[src/rtl/forward_scoreboard_if.sv]
// Bundle of issue-side inputs and forwarding results between decode/issue and the scoreboard.
// master: decode/issue side, which drives the issue fields and reads fwd_sel/stall/stall_cnt.
// slave: the scoreboard, which reads the issue fields and drives the results.
interface forward_scoreboard_if #(
    parameter int NSRC  = 2,
    parameter int DEPTH = 3,
    parameter int REG_W = 5,
    parameter int CNT_W = 16,
    parameter int SEL_W = $clog2(DEPTH+1)
);
    logic                    adv;
    logic                    issue_valid;
    logic                    issue_wen;
    logic                    issue_load;
    logic [REG_W-1:0]        issue_wsel;
    logic [NSRC*REG_W-1:0]   src_sel;
    logic [DEPTH-1:0]        flush_mask;
    logic [NSRC*SEL_W-1:0]   fwd_sel;
    logic                    stall;
    logic [CNT_W-1:0]        stall_cnt;

    modport master (
        output adv, issue_valid, issue_wen, issue_load, issue_wsel, src_sel, flush_mask,
        input  fwd_sel, stall, stall_cnt
    );

    modport slave (
        input  adv, issue_valid, issue_wen, issue_load, issue_wsel, src_sel, flush_mask,
        output fwd_sel, stall, stall_cnt
    );
endinterface

[src/rtl/forward_scoreboard.sv]
// Purpose: tracks in-flight register writes in a DEPTH-slot shift table and picks a forward source per operand.
// Latency: fwd_sel/stall are combinational from the table; an issue at edge N is visible from cycle N+1.
// Backpressure: raises stall on a load-use hazard (youngest match is a load not yet forwardable); not gated by adv.
// Ports: clk_i/rst_i (sync, active-high), sb_if.slave carries adv, issue_*, src_sel, flush_mask in and
//        fwd_sel (0 = regfile, i+1 = slot i), stall, stall_cnt (saturating stall-cycle count) out.
module forward_scoreboard #(
    parameter int NSRC     = 2,
    parameter int DEPTH    = 3,
    parameter int REG_W    = 5,
    parameter int LOAD_RDY = 2,
    parameter int CNT_W    = 16,
    parameter int SEL_W    = $clog2(DEPTH+1)
) (
    input  logic                  clk_i,
    input  logic                  rst_i,
    forward_scoreboard_if.slave   sb_if
);

    typedef struct packed {
        logic             vld;
        logic [REG_W-1:0] wsel;
        logic             is_load;
    } entry_t;

    entry_t               tbl_q [DEPTH];
    entry_t               tbl_d [DEPTH];
    entry_t               issue_ent;
    logic                 issue_take;
    logic [CNT_W-1:0]     stall_cnt_q;

    logic [NSRC-1:0]        src_hit;
    logic [NSRC-1:0]        src_ld;
    logic [NSRC*SEL_W-1:0]  fwd_sel_c;
    logic                   stall_c;

    // Youngest-match search: the first valid slot (lowest index) with a matching
    // destination wins, so older writers of the same register are shadowed.
    always_comb begin
        fwd_sel_c = '0;
        src_hit   = '0;
        src_ld    = '0;
        for (int k = 0; k < NSRC; k++) begin
            for (int i = 0; i < DEPTH; i++) begin
                if (!src_hit[k] && (sb_if.src_sel[k*REG_W +: REG_W] != '0) &&
                    tbl_q[i].vld && (tbl_q[i].wsel == sb_if.src_sel[k*REG_W +: REG_W])) begin
                    src_hit[k]                   = 1'b1;
                    fwd_sel_c[k*SEL_W +: SEL_W]  = SEL_W'(i + 1);
                    // Load data only exists from slot LOAD_RDY onward.
                    src_ld[k]                    = tbl_q[i].is_load && (i < LOAD_RDY);
                end
            end
        end
        stall_c = sb_if.issue_valid && (|src_ld);
    end

    // A stalled instruction must not enter slot 0; a bubble goes in instead.
    // Writes to r0 are never tracked since r0 cannot hold a value.
    assign issue_take = sb_if.issue_valid && sb_if.issue_wen && !stall_c &&
                        (sb_if.issue_wsel != '0);
    assign issue_ent  = {1'b1, sb_if.issue_wsel, sb_if.issue_load};

    // Shift (when advancing) first, then flush by destination slot index.
    always_comb begin
        for (int i = 0; i < DEPTH; i++) begin
            tbl_d[i] = tbl_q[i];
        end
        if (sb_if.adv) begin
            tbl_d[0] = issue_take ? issue_ent : '0;
            for (int i = 1; i < DEPTH; i++) begin
                tbl_d[i] = tbl_q[i-1];
            end
        end
        for (int i = 0; i < DEPTH; i++) begin
            if (sb_if.flush_mask[i]) begin
                tbl_d[i] = '0;
            end
        end
    end

    always_ff @(posedge clk_i) begin
        if (rst_i) begin
            for (int i = 0; i < DEPTH; i++) begin
                tbl_q[i] <= '0;
            end
            stall_cnt_q <= '0;
        end else begin
            for (int i = 0; i < DEPTH; i++) begin
                tbl_q[i] <= tbl_d[i];
            end
            // Counts every stalled edge, including held (adv=0) cycles; sticks at all-ones.
            if (stall_c && (stall_cnt_q != '1)) begin
                stall_cnt_q <= stall_cnt_q + CNT_W'(1);
            end
        end
    end

    assign sb_if.fwd_sel   = fwd_sel_c;
    assign sb_if.stall     = stall_c;
    assign sb_if.stall_cnt = stall_cnt_q;

endmodule

[src/flat_wrapper.sv]
// flat-port wrapper written by rule: the top's interface ports become plain ports
module forward_scoreboard_flat 
#(
    parameter int NSRC     = 2,
    parameter int DEPTH    = 3,
    parameter int REG_W    = 5,
    parameter int LOAD_RDY = 2,
    parameter int CNT_W    = 16,
    parameter int SEL_W    = $clog2(DEPTH+1)
)
  (clk_i, rst_i, sb_if_adv, sb_if_issue_valid, sb_if_issue_wen, sb_if_issue_load, sb_if_issue_wsel, sb_if_src_sel, sb_if_flush_mask, sb_if_fwd_sel, sb_if_stall, sb_if_stall_cnt);
  forward_scoreboard_if #(.NSRC(NSRC), .DEPTH(DEPTH), .REG_W(REG_W), .CNT_W(CNT_W), .SEL_W(SEL_W)) sb_if_i ();
  input  logic clk_i;
  input  logic rst_i;
  input wire logic [$bits(sb_if_i.adv)-1:0] sb_if_adv;
  input wire logic [$bits(sb_if_i.issue_valid)-1:0] sb_if_issue_valid;
  input wire logic [$bits(sb_if_i.issue_wen)-1:0] sb_if_issue_wen;
  input wire logic [$bits(sb_if_i.issue_load)-1:0] sb_if_issue_load;
  input wire logic [$bits(sb_if_i.issue_wsel)-1:0] sb_if_issue_wsel;
  input wire logic [$bits(sb_if_i.src_sel)-1:0] sb_if_src_sel;
  input wire logic [$bits(sb_if_i.flush_mask)-1:0] sb_if_flush_mask;
  output wire logic [$bits(sb_if_i.fwd_sel)-1:0] sb_if_fwd_sel;
  output wire logic [$bits(sb_if_i.stall)-1:0] sb_if_stall;
  output wire logic [$bits(sb_if_i.stall_cnt)-1:0] sb_if_stall_cnt;
  assign sb_if_i.adv = sb_if_adv;
  assign sb_if_i.issue_valid = sb_if_issue_valid;
  assign sb_if_i.issue_wen = sb_if_issue_wen;
  assign sb_if_i.issue_load = sb_if_issue_load;
  assign sb_if_i.issue_wsel = sb_if_issue_wsel;
  assign sb_if_i.src_sel = sb_if_src_sel;
  assign sb_if_i.flush_mask = sb_if_flush_mask;
  assign sb_if_fwd_sel = sb_if_i.fwd_sel;
  assign sb_if_stall = sb_if_i.stall;
  assign sb_if_stall_cnt = sb_if_i.stall_cnt;
  forward_scoreboard #(.NSRC(NSRC), .DEPTH(DEPTH), .REG_W(REG_W), .LOAD_RDY(LOAD_RDY), .CNT_W(CNT_W), .SEL_W(SEL_W)) u_core (.clk_i(clk_i), .rst_i(rst_i), .sb_if(sb_if_i));
endmodule
[config.mk]
export PLATFORM = sky130hd
export DESIGN_NAME = forward_scoreboard_flat
export DESIGN_NICKNAME = d
export VERILOG_FILES = /design/src/rtl/forward_scoreboard_if.sv /design/src/rtl/forward_scoreboard.sv /design/src/flat_wrapper.sv
export SDC_FILE = /design/constraint.sdc
export NUM_CORES = 1
export LEC_CHECK = 0
export CAP_MARGIN = 5
export CORE_ASPECT_RATIO = 0.8
export CORE_MARGIN = 2
export CORE_UTILIZATION = 50
export CTS_BUF_LIST = sky130_fd_sc_hd__clkbuf_8
export CTS_CLUSTER_DIAMETER = 50
export CTS_CLUSTER_SIZE = 12
export DETAILED_ROUTE_END_ITERATION = 8
export GPL_TIMING_DRIVEN = 1
export PLACE_DENSITY = 0.8
export SYNTH_ARGS = -nofsm -noshare
export SYNTH_HDL_FRONTEND = slang
export SYNTH_SLANG_ARGS = --single-unit
export TNS_END_PERCENT = 30
[constraint.sdc]
create_clock -name clk_i -period 2.85 [get_ports clk_i]
set_clock_uncertainty 0.15 [all_clocks]
set_input_delay 0.57 -clock clk_i [delete_from_list [all_inputs] [get_ports clk_i]]
set_output_delay 0.57 -clock clk_i [all_outputs]
set_load 0.1 [all_outputs]
-- After elaboration in Yosys (flattened, before gate mapping)
Memories as Yosys holds them, arrays and structs flattened.
Index checks and enable logic that the tools add are counted.
Widths: inputs -> output; s select.
- word-level logic and storage cells: 70
- output and inout bits: 21
- memory bits (writable): 21
- register bits after elaboration: 16
- memories kept: 1
- input bits: 24
- reduce and logical (&&, ||, !) cells: 30
- eq/ne operators: 7
- muxes and demuxes: 27
- bitwise gates (word level): 3
- add/subtract/negate cells: 1
- memory list (memory ; depth ; width ; read ports ; clocked after Yosys merged registers in ; write ports ; line ; RTL):
    u_core.tbl_q ; 3 ; 7 ; 3 ; 0 ; 3 ; forward_scoreboard.sv:25 ; entry_t tbl_q [DEPTH];
- operator list (operator ; number):
    $mux 7 ; 7
    $eq 5x5->1 ; 6
    $logic_and 1x1->1 ; 21
    $mux 21 ; 1
    $add 16x1->16 const B ; 1
    $ne 16x16->1 const B ; 1
    $mux 1 ; 15
    $reduce_bool 5->1 ; 3
    $mux 2 ; 4
    $logic_not 1->1 ; 5
    $or 1x1->1 ; 3
    $reduce_or 2->1 ; 1

-- Longest topological paths before layout
- depth after elaboration: 23
- mapped depth: 9
- gate-level depth less buffers: 8

-- Worst setup path after synthesis
Ideal clock, no wire load.
- kind: input to output
- start: in sb_if_src_sel[0]
- end: out sb_if_fwd_sel[0]
- data arrival time: 3.208 ns
- setup slack: -1.078 ns
- path buffers: 0
- stages: 4
- required time: 2.130 ns
- cell sequence: xor2_1 nor4_1 nand4_1 o21ai_0
- longest elaborated chain between the ends: 14
- elaborated cells between the ends (all ways): 19
- those cells by class: eq/ne (3); mux (5); reduce/logical (11)
- ends and longest elaborated chain (what ; line ; RTL):
    from (decl) ; flat_wrapper.sv:20 ; input wire logic [$bits(sb_if_i.src_sel)-1:0] sb_if_src_sel;
    $reduce_bool 5->1 ; forward_scoreboard.sv:44 ; if (!src_hit[k] && (sb_if.src_sel[k*REG_W +: REG_W] != '0) &&
    $logic_and 1x1->1 ; forward_scoreboard.sv:44 ;
    $logic_and 1x1->1 ; forward_scoreboard.sv:45 ; tbl_q[i].vld && (tbl_q[i].wsel == sb_if.src_sel[k*REG_W +: REG_W])) begin
    $mux 1 ; forward_scoreboard.sv:44 ;
    $logic_not 1->1 ; forward_scoreboard.sv:44 ;
    $logic_and 1x1->1 (2 in a row) ; forward_scoreboard.sv:44 ;
    $logic_and 1x1->1 ; forward_scoreboard.sv:45 ;
    $mux 1 ; forward_scoreboard.sv:44 ;
    $logic_not 1->1 ; forward_scoreboard.sv:44 ;
    $logic_and 1x1->1 (2 in a row) ; forward_scoreboard.sv:44 ;
    $logic_and 1x1->1 ; forward_scoreboard.sv:45 ;
    $mux 2 (*) ; forward_scoreboard.sv:44 ;
    to (decl) ; flat_wrapper.sv:22 ; output wire logic [$bits(sb_if_i.fwd_sel)-1:0] sb_if_fwd_sel;
Every way passes the cells marked *; elsewhere a longest branch is shown, timed or not.

==> run metrics <==
status complete, no violations; Top FF cell, synth dfxtp_1; H-tree depth 2; share of layout cells above drive strength 1 30.1%; final setup fails 0; Unique masters post-synth 42; crit-path max FO 4; unrepaired setup endpoints after global routing no; most crowded layer after global routing met2; GRT Total Usage 24.9%; Async SR Flop Fraction 0%; Clock Power Share 37.7%; Seq/Total Area, Yosys 36.9%; fillers 283; Tcrit/Tclk final 96.9%; CP Launch Type flop; Power, Total 996 µW; Worst Hold Class reg -> reg; Post-synth EDFFs 0; Post-Layout Cell Count 354; Netlist Area Pre-Place 1950 µm²; clk_lat worst skew 290 ps; Synth Net Count 245; Rel. slew slack 48.8%; Initial Util 51.6%; power share of the combinational group 11.4%; switching part of the total 24.0%; static leakage 0.00117 µW; die footprint 4420 µm²; compound-gate portion of the synthesized area 10.7%; initial antenna violation count 0; area grow syn2layout 43.1%; vias in the first global route 1732; most frequent cells in the layout 50 x buf_4, 35 x dfxtp_1, 31 x nor2_1; Req. time, crit path 2130 ps; Ant. Diodes 0; Boundary Pins 45; met2 usage 37.0%; Net count, final 323; Yosys reg bits 36; port bufs 44; DRT Wirelength 5190 µm; syn avg cell area 8.87 µm²; vias per cell 5.30; Post-Synth Adder-Cell Area 0.641%; max-slew violations 0; Fin. Hold Viols 0; DP HPWL 3860 µm; Num CTS Buffers 5; DRT antenna net count 0; post-synthesis mux area share 7.83%; Max-cap violations 0; critical path class reg -> out; Die Ht 59.9 µm; crit path time final 2760 ps; R2R depth 9; worst reg2reg path startpoint u_core.tbl_q[0][11]$_SDFFE_PP0P_; CTS tree done; vias post-DR 1875; synth top area cells dfxtp_1 37%, xnor2_1 9.9%, xor2_1 7.2%, mux2i_1 6.7%, nor2_1 6.0%; post-synth top area cell dfxtp_1; Critical Path AT 2040 ps; Synth top area share 36.9%; Post-Syn Instances 220; largest net degree at the start of global routing 23; clock sink count 36; Post-Place Cells 342; routed length per instance 14.7 µm; CP endpoint kind primary output; Reg clk slew, reported paths 70 ps; part of the power in registers 50.9%; Setup crit start u_core.tbl_q[0][3]$_SDFFE_PP0P_; power per cell area 357 nW/µm²; measured slew at the worst slew-check pin 762 ps; Core Util, Final 73.9%; CTS root buffer clkbuf_8; post-synthesis simple-gate area fraction 24.6%; largest family of logic cells by synthesized area simple AND/OR/NAND/NOR gates; YS warnings 0; FMAX 0.362 GHz; HP Start u_core.tbl_q[0][6]$_SDFFE_PP0P_; row cnt 20; Die Span X 73.8 µm; clock tree buffer depth 2; internal power 756 µW; switching power 239 µW; Seq. cell area 722 µm²; Post-Synth XOR/XNOR Area 17.1%; area of the multi-input gates 1230 µm²; CORE AREA 3780 µm²; GPL Wtd Cong 0.976; DRC violations left 0; most common cell after layout, fill and taps aside buf_4; DR iter-0 viols 110; peak supply drop 225 µV; routing usage on met3 5.56%; met1 Use GR 36.3%; WHS Path Cells 1; remaining global-route overflow 0; TritonRoute pass-1 iters 4; global-route wire length before repair 8290 µm
[per-layer routing]
| metal | vias up | wire, µm | share of wire [%] |
|---|---|---|---|
| met2 | 46 | 2300 | 44 |
| met5 | - | 0 | 0 |
| met4 | 0 | 55 | 1.1 |
| met1 | 886 | 2550 | 49 |
| met3 | 7 | 285 | 5.5 |
| li1 | 936 | - | - |
[registers in the layout, indices dropped and copies added (netlist names)]
signal / flops
u_core.tbl_q: 20
u_core.sb_if.stall_cnt: 16
[worst max-delay path, cell delays in order (launching register included)]
cell     delay [ps]
dfxtp_1         430
xnor2_2         140
nand4_1         150
o21a_1          240
a22o_4          260
a22oi_2         260
nor2b_2          90
buf_12          170
[logic make-up after synthesis]
logic type / after synthesis
AND/OR/NAND/NOR: 92
XOR/XNOR: 38
flip-flops: 36
AO/OA/AOI/OAI: 27
multiplexers: 15
buffers and inverters: 11
adder cells (fa/ha/maj): 1
[cell usage after synthesis (2+ instances only)]
| cell type | number |
|---|---|
| mux2i_1 | 13 |
| dfxtp_1 | 36 |
| nand4_1 | 9 |
| nand3_1 | 3 |
| nor3_1 | 6 |
| a21oi_1 | 5 |
| nor4_1 | 6 |
| or2_2 | 2 |
| xor2_1 | 16 |
| nor2_1 | 31 |
| or3_1 | 2 |
| and4_1 | 2 |
| o21ai_1 | 2 |
| a22o_1 | 7 |
| nor2b_1 | 3 |
| o21ai_0 | 3 |
| clkbuf_1 | 5 |
| o21a_1 | 3 |
| mux2_1 | 2 |
| buf_2 | 2 |
| inv_1 | 3 |
| xnor2_1 | 22 |
| nand2_1 | 16 |
| and3_1 | 3 |
[final timing paths]
| check | to | slack [ps] |
|---|---|---|
| hold reg to reg | u_core.tbl_q[0][6]$_SDFFE_PP0P_ | 390 |
| setup / recovery | sb_if_stall | 90 |
| hold / removal | u_core.tbl_q[0][6]$_SDFFE_PP0P_ | 390 |
| setup reg to reg | u_core.sb_if.stall_cnt[7]$_SDFFE_PP0P_ | 130 |
[power groups by stage]
stage / combinational [µW] / clock, µW / sequential, µW
CTS: 113 / 384 / 506
floorplan: 44.7 / 0 / 518
global placement: 113 / 0 / 518
detailed placement: 114 / 0 / 518
finish: 113 / 376 / 507
global route: 122 / 396 / 507
[stage by stage]
| stage | worst slack [ps] | setup TNS [ps] | hold slack [ps] | cell area, µm² |
|---|---|---|---|---|
| finish | 88.4 | 0 | 386 | 2790 |
| global route | 0.754 | 0 | 405 | 2790 |
| CTS | 4.85 | 0 | 385 | 2810 |
| detailed placement | -554 | -8130 | 367 | 2680 |
| global placement | -514 | -7520 | 349 | 2680 |
| floorplan | -326 | -769 | 320 | 1960 |
[timing repair]
item,in CTS,in global routing
gates cloned,0,0
setup endpoints to repair,19,11
pin swaps,8,16
setup buffers,4,0
hold buffers,0,0
gates resized for setup,20,20
[area by class of cell]
| type | count | area share, % |
|---|---|---|
| inverters | 3 | 0.403 |
| clock buffers | 6 | 2.96 |
| clock inverters | 2 | 0.403 |
| well taps | 55 | 2.47 |
| multi-input cells | 173 | 44.0 |
| repair buffers | 79 | 23.9 |
| flip-flops and latches | 36 | 25.9 |
Note: power is estimated with default switching activity, not from simulation.
